==> src/rtl/serial_mag_comparator.sv <==
// Multi-cycle unsigned magnitude comparator: walks two captured operands MSB-first,
// one bit per clock, and stops at the first differing bit with a one-hot result.
module serial_mag_comparator #(
  parameter int WIDTH = 8
) (
  input  logic             clk,
  input  logic             rst,
  input  logic             start,
  input  logic [WIDTH-1:0] A,
  input  logic [WIDTH-1:0] B,
  output logic             busy,
  output logic             done,
  output logic             GT,
  output logic             EQ,
  output logic             LT
);

  localparam int CNT_W = $clog2(WIDTH + 1);
  localparam logic [CNT_W-1:0] CNT_INIT = CNT_W'(WIDTH);
  localparam logic [CNT_W-1:0] CNT_ONE  = CNT_W'(1);

  typedef enum logic [1:0] {
    IDLE,
    COMPARE,
    DONE
  } state_t;

  state_t           state;
  logic [WIDTH-1:0] sa;
  logic [WIDTH-1:0] sb;
  logic [CNT_W-1:0] cnt;
  logic [2:0]       bit_res;

  // 1-bit compare cell, result ordered {gt, eq, lt}.
  function automatic logic [2:0] cmp_cell(input logic a, input logic b);
    return {a & ~b, ~(a ^ b), ~a & b};
  endfunction

  assign bit_res = cmp_cell(sa[WIDTH-1], sb[WIDTH-1]);

  always_ff @(posedge clk or posedge rst) begin
    if (rst) begin
      state        <= IDLE;
      sa           <= '0;
      sb           <= '0;
      cnt          <= '0;
      busy         <= 1'b0;
      done         <= 1'b0;
      {GT, EQ, LT} <= 3'b000;
    end else begin
      case (state)
        IDLE: begin
          done <= 1'b0;
          if (start) begin
            sa           <= A;
            sb           <= B;
            cnt          <= CNT_INIT;
            {GT, EQ, LT} <= 3'b000;
            busy         <= 1'b1;
            state        <= COMPARE;
          end
        end
        COMPARE: begin
          // A differing bit decides immediately; equal bits on the last position mean A==B.
          if (!bit_res[1] || cnt == CNT_ONE) begin
            {GT, EQ, LT} <= bit_res;
            done         <= 1'b1;
            state        <= DONE;
          end else begin
            sa  <= sa << 1;
            sb  <= sb << 1;
            cnt <= cnt - CNT_ONE;
          end
        end
        DONE: begin
          done  <= 1'b0;
          busy  <= 1'b0;
          state <= IDLE;
        end
        default: begin
          done  <= 1'b0;
          busy  <= 1'b0;
          state <= IDLE;
        end
      endcase
    end
  end

endmodule

==> config.mk <==
export PLATFORM = sky130hd
export DESIGN_NAME = serial_mag_comparator
export DESIGN_NICKNAME = d
export VERILOG_FILES = /design/src/rtl/serial_mag_comparator.sv
export SDC_FILE = /design/constraint.sdc
export NUM_CORES = 1
export LEC_CHECK = 0
export BUFFER_PORTS_ARGS = -buffer_cell sky130_fd_sc_hd__buf_2
export CAP_MARGIN = 20
export CORE_MARGIN = 4
export CORE_UTILIZATION = 58
export CTS_CLUSTER_SIZE = 8
export DETAILED_ROUTE_END_ITERATION = 10
export GPL_TIMING_DRIVEN = 0
export PLACE_DENSITY_LB_ADDON = 0.05
export SKIP_CTS_REPAIR_TIMING = 1
export SLEW_MARGIN = 20
export SYNTH_ARGS = -nofsm -noshare
export SYNTH_HDL_FRONTEND = slang
export SYNTH_SLANG_ARGS = --single-unit
==> constraint.sdc <==
create_clock -name clk -period 3.1 [get_ports clk]
set_input_delay 0.62 -clock clk [delete_from_list [all_inputs] [get_ports clk]]
set_output_delay 0.62 -clock clk [all_outputs]
set_load 0.02 [all_outputs]
==> results by group <==
Run status
  • Status: finished, final reports clean

Setup path
  • Worst Setup Path Type: reg -> reg
  • Crit. End Element: register
  • Endpoint of the most critical setup path: sb[1]$_DFFE_PP0P_
  • R2R Setup Slk: 1230 ps
  • Worst setup path start: sa[7]$_DFFE_PP0P_
  • Critical path arrival: 2090 ps
  • Critical Path Source Type: register
  • CP Data Required Time: 3310 ps
  • Cell breakdown of the critical path: inv_1 > ha_1 > nand3b_1 > o21ai_2 > buf_6 > mux2_2
  • Highest cell delay on the worst timing path: 380 ps
  • Worst Path Max Fanout: 10
  • Worst-case reg-to-reg path depth: 6
  • Sum of buffers and inverters on the critical path: 2
  • Critical path depth: 6
  • RR Endpoint: sb[1]$_DFFE_PP0P_
  • Delay-heaviest family, CP: flip-flops
  • Launching point of the worst reg2reg path: sa[7]$_DFFE_PP0P_
  • Cell at the slowest stage of the critical path: sky130_fd_sc_hd__dfrtp_1

Timing
  • Sum of negative setup slack: 0 ps
  • Number of max-slew violations in the final report: 0
  • Headroom to the max-slew limit: 62.39%
  • Setup violation total in the final timing report: 0
  • Unrepaired setup endpoints after global routing: no
  • Post-Route Skew: 16.76 ps
  • Maximum clock rate: between 500 and 600 MHz
  • Final worst hold slack: around 310 ps
  • Final Hold Fails: 0
  • Part of the cycle the worst path needs: approximately 60%
  • Post-layout minimum cycle time: approximately 1900 ps
  • Least-Margin Pin Slew: 563.3 ps

Logic synthesis
  • Synthesized instance count: 105
  • Mapped Avg Cell Area: 13.18 um2
  • Number of synthesized register bits: 27
  • Sequential area share after synthesis: 48.82%
  • Cell Area, Synth: 1384 um2
  • Syn nets: 128
  • Library cells used by synthesis: 27
  • Synthesis warning total: 0

Clocking
  • Number of H-tree levels: 1
  • CTS tree: yes
  • Total clock buffers created by CTS: 3
  • Clock Root Buffer: sky130_fd_sc_hd__clkbuf_4
  • Clock sink count: 27
  • Worst-Skew Late Latency: between 300 and 400 ps
  • CTS max path bufs: 2
  • Clock input transition at the sequential cells of the worst setup and hold paths: 160 ps

Final layout
  • Layout overhead on the synthesized area: 12.84%
  • Antenna diode instance count: 0
  • Commonest non-fill, non-tap cell in the layout: sky130_fd_sc_hd__dfrtp_1
  • Count of filler cells inserted in the layout: 176
  • Storage cell area: about 680 um2
  • Area of the multi-input gates: 616.8 um2
  • Non-Filler Instances: 160
  • Nets@finish: 156
  • Commonest non-fill, non-tap cells in the layout: sky130_fd_sc_hd__dfrtp_1 (27), sky130_fd_sc_hd__buf_2 (23), sky130_fd_sc_hd__mux2_2 (19)
  • Ratio of cells with drive above 1 in the final layout: 45.45%

Global routing
  • Total routing resource utilization after global routing: 15.64%
  • Congestion Overflow GR: 0
  • Initial antenna violation count: 0
  • Largest net degree at the start of global routing: 28
  • First-pass GRT wire length: 3.967 mm
  • Number of global-route vias before repair: 897

Placed design
  • Post-placement cell count: 156
  • Routability-driven placement congestion ratio: 0.6896
  • HPWL reported at the end of detailed placement: 1.732 mm
  • Buffers on Ports: 23

Die
  • Initial Util: 61.96%
  • Core area: 2233 um2
  • Core Rows: 17
  • Die Width: 56.85 um
  • Vertical die dimension: 56.85 um
  • Die outline area: 3231 um2
  • Top-level port count: 24

Flow run
  • # Max-Cap Violations: 0

Drt
  • Average wire per cell in the routed design: roughly 15 um
  • Number of nets with antenna violations after detailed routing: 0
  • WL final: roughly 2.4 mm
  • TritonRoute pass-1 iters: 2
  • Vias: 865
  • DR vias/cell: about 5.4
  • DRC marker count from the first detailed-route iteration: 6
  • Remaining routing DRC violations: 0

Min path
  • Hold Path Class: in -> async

Power
  • P per Cell Area: between 1000 and 1500 nW/um2
  • Largest vdd supply drop: roughly 0.64 mV
  • Leakage power of the design: 0.7665 nW
## registers in the layout (all words and copies together), names as in the netlist
name   count
sa         8
state      2
done       1
sb         8
LT         1
GT         1
EQ         1
busy       1
cnt        4
## Yosys cell counts (all sizes together)
cell	number	area, um2
nor2	2	7.510
and2b	1	7.510
dfrtp	27	675.7
a21bo	1	10.01
or4b	1	10.01
buf	4	53.80
nand3	1	5.000
a22o	2	17.52
a31oi	1	6.260
or3b	2	17.52
nand2	2	7.510
mux2	25	304.1
or3	2	12.51
a32o	1	10.01
ha	4	50.05
nor3b	1	12.51
o21ai	3	18.77
o21bai	3	22.52
a21oi	3	15.01
mux2i	6	60.06
nand2b	1	6.260
o311ai	1	8.760
nand3b	1	7.510
inv	10	37.54
## logic make-up (layout without fill, tap and decap cells)
group                      after synthesis  in the layout  synth area share, %
and+or+nand+nor                         14             14                6.782
muxes                                   31             31                26.31
AOI/OAI and AO/OA                       15             15                7.867
adders and majority gates                4              4                3.617
buffers and inverters                   14             41                6.601
DFF                                     27             27                48.82
## worst register-to-register path, stage by stage (launching register included)
cell and delay (ps):
sky130_fd_sc_hd__dfrtp_1 380, sky130_fd_sc_hd__inv_1 60, sky130_fd_sc_hd__ha_1 340, sky130_fd_sc_hd__nand3b_1 220
sky130_fd_sc_hd__o21ai_2 230, sky130_fd_sc_hd__buf_6 190, sky130_fd_sc_hd__mux2_2 350
## worst min-delay path by stage
stage / cells after the start / startpoint / slack [ps] / endpoint
after floorplan: 1 / state[1]$_DFFE_PP0P_ / 470 / busy$_DFFE_PP0P_
after global placement: 2 / busy$_DFFE_PP0P_ / 470 / busy$_DFFE_PP0P_
after detailed placement: 1 / GT$_DFFE_PP0P_ / 490 / GT$_DFFE_PP0P_
after CTS: 3 / A[0] / 500 / sa[0]$_DFFE_PP0P_
after global routing: 2 / rst / 350 / sb[2]$_DFFE_PP0P_
final: 2 / rst / 310 / sa[0]$_DFFE_PP0P_
## power breakdown
group	switching [mW]	internal [mW]	leakage [nW]	total [mW]
Combinational	0.365	0.479	0.417	0.843
Sequential	0.104	0.518	0.331	0.621
Clock	0.104	0.0483	0.0177	0.153
## layer usage
layer / global-route usage [%] / wire, um / up-vias
li1: - / - / 427
met1: 21.43 / 1136 / 422
met2: 25.25 / 1123 / 14
met3: 2.529 / 97 / 2
met4: 4.967 / 13 / 0
met5: 0 / 0 / -
## metrics by stage
step	util, %	setup slack (ps)	total power [mW]	area [um2]
after floorplan	-	1414	1.307	1384
after global placement	68.68	1251	1.441	1534
after detailed placement	68.68	1247	1.481	1534
after CTS	69.92	1238	1.633	1562
after global routing	69.92	1135	1.737	1562
final	69.92	1227	1.617	1562
## final cells by class
| type | count | area share [%] |
|---|---|---|
| clock buffer | 3 | 1.442 |
| clock inverter | 1 | 0.3205 |
| sequential | 27 | 43.27 |
| multi-input combinational | 64 | 39.50 |
| buffer | 4 | 3.446 |
| timing repair buffer | 23 | 7.372 |
| tap | 28 | 2.244 |
| inverter | 10 | 2.404 |
(Power assumes the default switching activity.)
